===== src/rtl/pipe_ctrl_pkg.sv =====
// Shared types for the pipeline stall/flush sequencer.
// Holds the FSM state encoding and the hard-wired zero register index.
package pipe_ctrl_pkg;

    typedef enum logic [1:0] {
        RUN      = 2'd0,
        MEM_WAIT = 2'd1,
        ERR      = 2'd2
    } state_t;

    localparam logic [4:0] REG_ZERO = 5'd0;

endpackage


===== src/rtl/load_use_detect.sv =====
// Combinational load-use hazard detector.
// Flags a hazard when the load in EX writes a register that the instruction in ID reads.
module load_use_detect
    import pipe_ctrl_pkg::*;
(
    input  logic [4:0] D_rs,
    input  logic [4:0] D_rt,
    input  logic       X_memRead,
    input  logic [4:0] X_writeReg,
    output logic       hazard
);

    // $0 is hard-wired, so a load targeting it never creates a dependency
    assign hazard = X_memRead && (X_writeReg != REG_ZERO) &&
                    ((X_writeReg == D_rs) || (X_writeReg == D_rt));

endmodule


===== src/rtl/pipeline_hazard_ctrl.sv =====
// Stall/flush sequencer for the 5-stage pipeline: load-use stalls, MEM-stage
// branch flushes and a timed data-memory handshake with a sticky error state.
module pipeline_hazard_ctrl
    import pipe_ctrl_pkg::*;
#(
    parameter int MEM_TIMEOUT = 15,
    parameter int CNT_W       = 4
) (
    input  logic        clk,
    input  logic        rst,
    input  logic [4:0]  D_rs,
    input  logic [4:0]  D_rt,
    input  logic        X_memRead,
    input  logic [4:0]  X_writeReg,
    input  logic        M_branch,
    input  logic        M_zero,
    input  logic        M_memRead,
    input  logic        M_memWrite,
    input  logic        dmem_ready,
    output logic        dmem_req,
    output logic        pc_en,
    output logic        ifid_en,
    output logic        idex_en,
    output logic        exmem_en,
    output logic        memwb_en,
    output logic        ifid_flush,
    output logic        idex_flush,
    output logic        exmem_flush,
    output logic        memwb_flush,
    output logic        mem_err,
    output logic [15:0] stall_count
);

    localparam logic [CNT_W-1:0] WAIT_LAST = CNT_W'(MEM_TIMEOUT - 1);
    localparam logic [CNT_W-1:0] WAIT_MAX  = '1;

    state_t           state, state_nxt;
    logic [CNT_W-1:0] wait_cnt, wait_cnt_nxt;
    logic             load_use;
    logic             mem_access;
    logic             br_taken;
    logic             mem_busy;

    assign mem_access = M_memRead | M_memWrite;
    assign br_taken   = M_branch & M_zero;
    assign mem_busy   = (state == MEM_WAIT) || ((state == RUN) && mem_access);

    load_use_detect u_load_use (
        .D_rs      (D_rs),
        .D_rt      (D_rt),
        .X_memRead (X_memRead),
        .X_writeReg(X_writeReg),
        .hazard    (load_use)
    );

    always_ff @(posedge clk or posedge rst) begin
        if (rst) begin
            state    <= RUN;
            wait_cnt <= '0;
        end else begin
            state    <= state_nxt;
            wait_cnt <= wait_cnt_nxt;
        end
    end

    always_comb begin
        state_nxt    = state;
        wait_cnt_nxt = wait_cnt;
        case (state)
            RUN: begin
                if (mem_access && !dmem_ready) begin
                    state_nxt    = (MEM_TIMEOUT == 1) ? ERR : MEM_WAIT;
                    wait_cnt_nxt = CNT_W'(1);
                end
            end
            MEM_WAIT: begin
                if (dmem_ready) begin
                    state_nxt    = RUN;
                    wait_cnt_nxt = '0;
                end else begin
                    if (wait_cnt == WAIT_LAST)
                        state_nxt = ERR;
                    if (wait_cnt != WAIT_MAX)
                        wait_cnt_nxt = wait_cnt + 1'b1;
                end
            end
            default: state_nxt = ERR;
        endcase
    end

    // Priority: reset > error > memory freeze > branch flush > load-use bubble
    always_comb begin
        dmem_req    = 1'b0;
        pc_en       = 1'b1;
        ifid_en     = 1'b1;
        idex_en     = 1'b1;
        exmem_en    = 1'b1;
        memwb_en    = 1'b1;
        ifid_flush  = 1'b0;
        idex_flush  = 1'b0;
        exmem_flush = 1'b0;
        memwb_flush = 1'b0;
        mem_err     = 1'b0;
        if (!rst) begin
            if (state != RUN && state != MEM_WAIT) begin
                {pc_en, ifid_en, idex_en, exmem_en, memwb_en} = 5'b0;
                mem_err = 1'b1;
            end else begin
                dmem_req = mem_busy;
                if (mem_busy && !dmem_ready) begin
                    {pc_en, ifid_en, idex_en, exmem_en, memwb_en} = 5'b0;
                    memwb_flush = 1'b1;
                end else if (br_taken) begin
                    ifid_flush  = 1'b1;
                    idex_flush  = 1'b1;
                    exmem_flush = 1'b1;
                end else if (load_use) begin
                    pc_en      = 1'b0;
                    ifid_en    = 1'b0;
                    idex_flush = 1'b1;
                end
            end
        end
    end

    always_ff @(posedge clk or posedge rst) begin
        if (rst)
            stall_count <= '0;
        else if (!pc_en && stall_count != 16'hFFFF)
            stall_count <= stall_count + 16'd1;
    end

endmodule

===== config.mk =====
export PLATFORM = sky130hd
export DESIGN_NAME = pipeline_hazard_ctrl
export DESIGN_NICKNAME = d
export VERILOG_FILES = /design/src/rtl/pipe_ctrl_pkg.sv /design/src/rtl/load_use_detect.sv /design/src/rtl/pipeline_hazard_ctrl.sv
export SDC_FILE = /design/constraint.sdc
export NUM_CORES = 1
export LEC_CHECK = 0
export BUFFER_PORTS_ARGS = -buffer_cell sky130_fd_sc_hd__buf_4
export CORE_ASPECT_RATIO = 0.5
export CORE_MARGIN = 5
export CORE_UTILIZATION = 49
export DETAILED_ROUTE_END_ITERATION = 8
export HOLD_SLACK_MARGIN = 0.06
export PLACE_DENSITY = 0.86
export SLEW_MARGIN = 10
export SYNTH_ARGS = -nofsm -noshare
export SYNTH_HDL_FRONTEND = slang
export SYNTH_SLANG_ARGS = --single-unit

===== constraint.sdc =====
create_clock -name clk -period 2.6 [get_ports clk]
set_input_delay 0.26 -clock clk [delete_from_list [all_inputs] [get_ports clk]]
set_output_delay 0.26 -clock clk [all_outputs]
set_load 0.1 [all_outputs]

# After elaboration in Yosys (flattened, before gate mapping)
# Index checks and enable logic that the tools add are counted.
# totals
regBits,22
out_inout_bits,27
# classes
add_sub_neg,2
eq_ne,10
muxes,32
n_bitwise,2
reduce_logical,17
# ops
op,count
$mux 1,24
$add 16x1->16 const B,1
$ne 16x16->1 const B,1
$mux 4,3
$eq 5x5->1,2
$pmux 4 s2,1
$logic_and 1x1->1,7
$mux 2,3
$ne 3x2->1 const B,2
$reduce_bool 5->1,1
$add 4x1->4 const B,1
$eq 4x4->1 const B,1
$ne 2x1->1 const B,2
$ne 4x4->1 const B,1
$pmux 2 s2,1
$reduce_bool 2->1,2
$reduce_and 3->1,1
$eq 2x1->1 const B,1
$logic_not 1->1,2
$logic_not 2->1,1
$logic_or 1x1->1,2
$reduce_and 2->1,1
$and 1x1->1,1
$or 1x1->1,1

# Logic depth before layout (Yosys ltp)
# Gate-level depths: netlist (run 1).
# logic_depth
depth_word,10
mapped_depth,9
ltp_nobuf,7

# Cells and area by module
# Synthesis (run 1) repeated with hierarchy kept, for this count alone.
# hier_totals
cells_unflattened,140
area_unflattened_um2,1337.5
# modules_own_cells
module,instances,cells_each,area_each_um2
pipeline_hazard_ctrl,1,123,1212.4
load_use_detect,1,17,125.1

# Worst setup path after synthesis (run 1)
# Ideal clock, no wire load.
# synth_path
path_kind,reg-to-output
from,reg state[0]
to,out ifid_flush
t_arrival_ns,4.338
path_slack_ns,-1.998
path_stages_with_launch,5
path_buffers,1
cell_sequence,dfrtp_1 nor3_2 nor2_1 nor4_1 buf_4
# synth_between
elab_chain_cells,7
elab_cells_between_ends,11
classes_between,2 x eq/ne; 3 x mux; 6 x reduce/logical
# synth_rtl
item,line,source
start: declaration,pipeline_hazard_ctrl.sv:37,"state_t state, state_nxt;"
start signal: assignment,pipeline_hazard_ctrl.sv:61,state <= state_nxt;
$logic_not 2->1,pipeline_hazard_ctrl.sv:46,assign mem_busy = (state == MEM_WAIT) || ((state == RUN) && mem_access);
$logic_and 1x1->1,pipeline_hazard_ctrl.sv:46,
$logic_or 1x1->1,pipeline_hazard_ctrl.sv:46,
$logic_and 1x1->1,pipeline_hazard_ctrl.sv:110,if (mem_busy && !dmem_ready) begin
$mux 1,--,
$mux 1 (*) (2 in series),--,
end: declaration,pipeline_hazard_ctrl.sv:26,"output logic ifid_flush,"
# Mark *: on every way between the ends. The rest lies on a longest branch, timed or not.

# Final worst setup path (run 1)
# layout_path
from,reg state[0]
to,out pc_en
# layout_between
elab_chain_cells,7
elab_cells_between_ends,11
classes_between,2 x eq/ne; 3 x mux; 6 x reduce/logical
# layout_rtl
item,line,source
$logic_not 2->1,pipeline_hazard_ctrl.sv:46,
$logic_and 1x1->1,pipeline_hazard_ctrl.sv:46,
$logic_or 1x1->1,pipeline_hazard_ctrl.sv:46,
$logic_and 1x1->1,pipeline_hazard_ctrl.sv:110,
$mux 1,pipeline_hazard_ctrl.sv:110,
$mux 1 (*),pipeline_hazard_ctrl.sv:105,if (state != RUN && state != MEM_WAIT) begin
$mux 1 (*),pipeline_hazard_ctrl.sv:104,if (!rst) begin
end: declaration,pipeline_hazard_ctrl.sv:21,"output logic pc_en,"
# Marks and branches as above.

==> impl_metrics.ini, run 1 <==
[status]
outcome = finished, final reports clean

[pwr]
p_sw_share_pct = 50.25
intPower_w = 0.0006994
clock_power_share_pct = 17.0
p_per_area_nw_per_um2 = 760.8
ir_drop_mv = 0.4006
seq_power_share_pct = 32.7
combPwrFrac_pct = 50.4
p_sw_w = 0.0007064
p_leak_nw = 0.8381

[finish]
syn2layout_area_growth_pct = 33.42
drive_gt1_share_pct = 41.30
nNetsFinal = 211
layout_common_cells = buf_4 (50), dfrtp_1 (22), xnor2_1 (12)
layout_commonest_cell = buf_4
antenna_cells = 0

[clock_network]
cts_root_buf = clkbuf_8
hold_buffers = 0
cts_htree_levels = 1
postCtsSetupBuffers = 0
cts_sinks = 22
post_cts_resize_count = 0
clk_pin_slew_ps = 80
numCtsBuffers = 3
clock_path_buffers = 2
cts_tree = yes
clk_latency_ps = 260

[critical_path]
critPathMaxFanout = 5
cp-end-kind = output pin
max_stage_delay_ps = 450
crit_path_top_delay_cell = dfrtp_1
rr_worst_depth = 6
path_class = flip-flop to output pin
required_ps = 2340
cp.arrival_ps = 2060
crit_chain = nor3_2, nor2_1, o21ai_4, o21ai_0, inv_2, buf_4
start_kind = flip-flop

[global_route]
busiest_layer = met2
met3_usage_pct = 3.780
grt_max_degree = 24
grt_use_met2_pct = 33.18
gr-total-overflow = 0
antenna_found_initial = 0
grt_pass1_wl_um = 5216
use_met1_pct = 18.27
grtUsageTotal_pct = 16.42
grt_pass1_vias = 1134

[synthesis]
syn_avg_cell_area_um2 = 10.18
synth-edff-count = 0
synth-simple-area-share_pct = 23.58
synth_seq_area_share_pct = 39.75
synth_top_area_share_pct = 39.75
synthMuxAreaShare_pct = 0.8130
synth_warnings = 0
synth_nets = 162
yosys.area.top_type = dfrtp_1
synth_compound_area_share_pct = 12.92
synth_ff_type = dfrtp_1
synth_top_family_by_area = simple AND/OR/NAND/NOR gates
synth_area_leaders = dfrtp_1 (40%), xnor2_1 (7.6%), xor2_1 (7.0%)
postSynthCellCount = 136
syn-cell-area_um2 = 1385
synth_xor_area_share_pct = 14.54
ys_seq_elements = 22
synthAdderAreaFrac_pct = 2.710
yosys.cell_types.count = 36
async_flop_share_pct = 100.0

[sta]
tns_ps = 0
fin_crit_sh_pct = 89.21
skew_ps = 4.702
hold_viol_final = 0
slew_violations = 0
rsz0062_at_grt = false
max_slew.worst_pin.slew_ps = 573.0
slew_headroom_pct = 61.80
layout_min_cycle_time_ps = 2319
hold_ws_ps = 149.3
setup_viol = 0
clock.fmax_mhz = 431.1

[drt]
ant_nets = 0
wl_um = 3070
vias_per_cell = 5.195
drtPass1Iterations = 4
dr.first_iter.drc_count = 42
drc_errors = 0
num_vias = 1148
wl_per_cell_um = 13.89

[die]
dieArea_um2 = 4055
core_area_um2 = 2651
rows = 13
start_util_pct = 52.24
die_h_um = 47.60
die_width_um = 85.19
io_pins = 50

[placement]
numPortBuffers = 49
gp_congestion = 0.8409
hpwlAfterDp_um = 2491

[flow_run]
maxCapViolations = 0

[min_path]
hold_path_class = input pin to async pin
[synthesized netlist by cell type, types with 3 or more instances]
library cell,n
buf_4,4
nor3_1,5
o21ai_1,4
nand3_2,4
a21oi_1,4
xor2_1,11
nand2_2,4
and3_1,6
xnor2_1,12
inv_1,7
ha_1,3
nand2_1,5
nand4_1,6
o21ai_0,4
nor2_1,9
nand3_1,3
dfrtp_1,22
[cell type report]
cell class	count	area, um^2
well taps	37	46.29
inverters	7	26.28
clock buffers	4	55.05
fillers	200	803.3
multi-input cells	101	794.5
repair buffers	50	375.4
flip-flops and latches	22	550.5
[logic make-up after synthesis]
family | Yosys count
buffers and inverters | 13
adder cells (fa/ha/maj) | 3
multiplexers | 1
AND/OR/NAND/NOR | 53
flip-flops | 22
XOR/XNOR | 23
AO/OA/AOI/OAI | 21
[through the flow]
step | setup slack (ps) | cells | power, W | cell area, um^2 | util (%)
CTS | 267.5 | 221 | 0.001424 | 1848 | 69.70
finish | 280.5 | 221 | 0.001406 | 1848 | 69.70
global placement | 462.9 | 217 | 0.001162 | 1793 | 67.63
global route | 69.77 | 221 | 0.001476 | 1848 | 69.70
detailed placement | 401.9 | 217 | 0.001177 | 1793 | 67.63
floorplan | -324.2 | 136 | 0.001010 | 1424 | -
[state kept, by name, indices dropped and copies added (netlist names)]
register / cells
stall_count: 16
wait_cnt: 4
state: 2
[worst max-delay path: cells and delay by family (launching register included)]
kind	cells	cell delay [ps]
and+or+nand+nor	2	460
AOI/OAI and AO/OA	2	480
DFF	1	450
buffers and inverters	2	400
[final timing paths]
path,startpoint,to,slack (ps)
worst max register to register,stall_count[0],stall_count[1],390
min in group clk,dmem_ready,wait_cnt[0],360
worst max-delay path,state[0],pc_en,280
worst min-delay path,rst,stall_count[13],150
worst min register to register,stall_count[2],stall_count[2],520
max in group asynchronous,rst,wait_cnt[2],2210
[layer usage]
layer  share of wire [%]  routed length, um
met5                   0                  0
met4                0.26                  8
met2                  55               1678
met1                  41               1257
met3                 4.1                127
[power groups by stage]
stage	Sequential, W	Clock [W]	Combinational (W)
2_1_floorplan	0.000833	0	0.000177
3_3_place_gp	0.000460	0	0.000702
3_5_place_dp	0.000464	0	0.000712
4_1_cts	0.000459	0.000249	0.000715
5_1_grt	0.000473	0.000265	0.000739
6_report	0.000459	0.000238	0.000708
No activity file was read; power rests on OpenSTA's default activity.
==> run 2: changes to the inputs <==
--- a/config.mk
+++ b/config.mk
@@ -11,7 +11,7 @@
 export CORE_UTILIZATION = 49
 export DETAILED_ROUTE_END_ITERATION = 8
 export HOLD_SLACK_MARGIN = 0.06
-export PLACE_DENSITY = 0.86
+export PLACE_DENSITY = 0.77
 export SLEW_MARGIN = 10
 export SYNTH_ARGS = -nofsm -noshare
 export SYNTH_HDL_FRONTEND = slang
==> constraint.sdc (replaced) <==
create_clock -name clk -period 2.14 [get_ports clk]
set_input_delay 0.214 -clock clk [delete_from_list [all_inputs] [get_ports clk]]
set_output_delay 0.214 -clock clk [all_outputs]
set_load 0.1 [all_outputs]
==> impl_metrics.ini, run 2 (same netlist as run 1, synthesis figures left out) <==
[status]
outcome = finished, final reports clean

[clock_network]
hold_buffers = 0
cts_tree = yes
clk_pin_slew_ps = 80
cts_root_buf = clkbuf_8
cts_htree_levels = 1
cts_sinks = 22
clock_path_buffers = 2
numCtsBuffers = 3
clk_latency_ps = 270

[drt]
ant_nets = 0
wl_um = 3157
drc_errors = 0
vias_per_cell = 5.079
wl_per_cell_um = 13.79
dr.first_iter.drc_count = 30
drtPass1Iterations = 4
num_vias = 1163

[die]
rows = 13
die_h_um = 47.60
start_util_pct = 52.24
dieArea_um2 = 4055
io_pins = 50
die_width_um = 85.19
core_area_um2 = 2651

[pwr]
ir_drop_mv = 0.7734
p_sw_w = 0.0008821
p_sw_share_pct = 47.38
p_per_area_nw_per_um2 = 929.4
seq_power_share_pct = 31.3
combPwrFrac_pct = 47.6
clock_power_share_pct = 21.1
intPower_w = 0.0009796
p_leak_nw = 0.8727
power_w = 0.001862

[finish]
nNetsFinal = 219
largest_register = stall_count
layout_commonest_cell = buf_4
antenna_cells = 0
drive_gt1_share_pct = 53.65
top_regs = stall_count: 16 flops, wait_cnt: 4 flops, state: 2 flops
layout_common_cells = buf_4 (56), xnor2_1 (12), dfrtp_2 (12)
largest_reg_flops = 16
fin_util_pct = 75.55
syn2layout_area_growth_pct = 44.63

[critical_path]
path_class = flip-flop to flip-flop
cp.arrival_ps = 2180
required_ps = 2300
crit_chain = ha_4, and3_4, and3_4, a31o_4, o22ai_4, buf_4, mux2_1
cp_num_buf_inv = 1
critical_path.most_common_cell = and3_4
start_kind = flip-flop
max_stage_delay_ps = 510
critPathMaxFanout = 7
r2r_slack_ps = 120
cp-end-kind = flip-flop
crit_path_top_delay_cell = dfrtp_4
cp_top_family = flip-flops

[sta]
fin_crit_sh_pct = 94.31
hold_viol_final = 0
slew_headroom_pct = 69.28
clock.fmax_mhz = 495.5
rsz0062_at_grt = false
hold_ws_ps = 164.3
slew_violations = 0
setup_viol = 0
tns_ps = 0
layout_min_cycle_time_ps = 2018
max_slew.worst_pin.slew_ps = 457.2
skew_ps = 4.235

[placement]
numPortBuffers = 49
gp_congestion = 0.7509
hpwlAfterDp_um = 2519

[global_route]
grt_pass1_wl_um = 5299
grtUsageTotal_pct = 17.14
antenna_found_initial = 0
grt_max_degree = 23
gr-total-overflow = 0
grt_pass1_vias = 1162

[flow_run]
maxCapViolations = 0

[min_path]
hold_path_class = input pin to async pin
[run 2: cell count changes in the layout (fill, tap and decap cells not counted), sizes merged]
cell / previous run / this run
clkbuf: 4 / 3
inv: 7 / 6
bufinv: 0 / 2
buf: 50 / 58
[run 2: final cells by class]
class | instances | area (um^2)
multi-input cells | 101 | 829.5
fillers | 194 | 648.1
flip-flops and latches | 22 | 573.1
repair buffers | 58 | 442.9
well taps | 37 | 46.29
clock buffers | 3 | 41.29
inverters | 7 | 40.04
clock inverters | 1 | 30.03
[run 2: repair_timing]
item	CTS	global route
setup buffers	0	3
resized for setup	0	2
pin swaps	0	2
endpoints found under the setup margin	2	6
[run 2: path summary, 6_finish.rpt]
check | depth (start not counted) | from | end
max | 7 | stall_count[1] | stall_count[1]
min | 3 | rst | state[0]
max reg2reg | 7 | stall_count[1] | stall_count[1]
min reg2reg | 1 | stall_count[13] | stall_count[13]
max in group asynchronous | 3 | rst | stall_count[1]
min in group clk | 4 | dmem_ready | wait_cnt[0]
[run 2: worst min-delay path, stage by stage]
cell   delay, ps
buf_4        140
inv_1        150
buf_4        320
[run 2: stage by stage]
step	area, um^2	setup WS [ps]	std cells
after global routing	2003	38.97	229
final	2003	121.7	229
after detailed placement	1902	80.24	222
after global placement	1902	123.8	222
after floorplan	1508	-626.9	136
after CTS	1973	-20.65	226
[run 2: metal layers]
| layer | GRT usage, % | vias to the layer above | wire, um |
|---|---|---|---|
| li1 | - | 595 | - |
| met1 | 20.02 | 549 | 1362 |
| met5 | 0 | - | 0 |
| met2 | 33.02 | 14 | 1649 |
| met4 | 3.785 | 0 | 25 |
| met3 | 4.639 | 5 | 120 |
[run 2: power by group through the flow]
| stage | clock network, W | registers [W] | logic (W) |
|---|---|---|---|
| floorplan | 0 | 0.00104 | 0.000232 |
| global placement | 0 | 0.000588 | 0.000882 |
| detailed placement | 0 | 0.000592 | 0.000887 |
| CTS | 0.000398 | 0.000583 | 0.000891 |
| global route | 0.000419 | 0.000595 | 0.000926 |
| finish | 0.000393 | 0.000583 | 0.000886 |
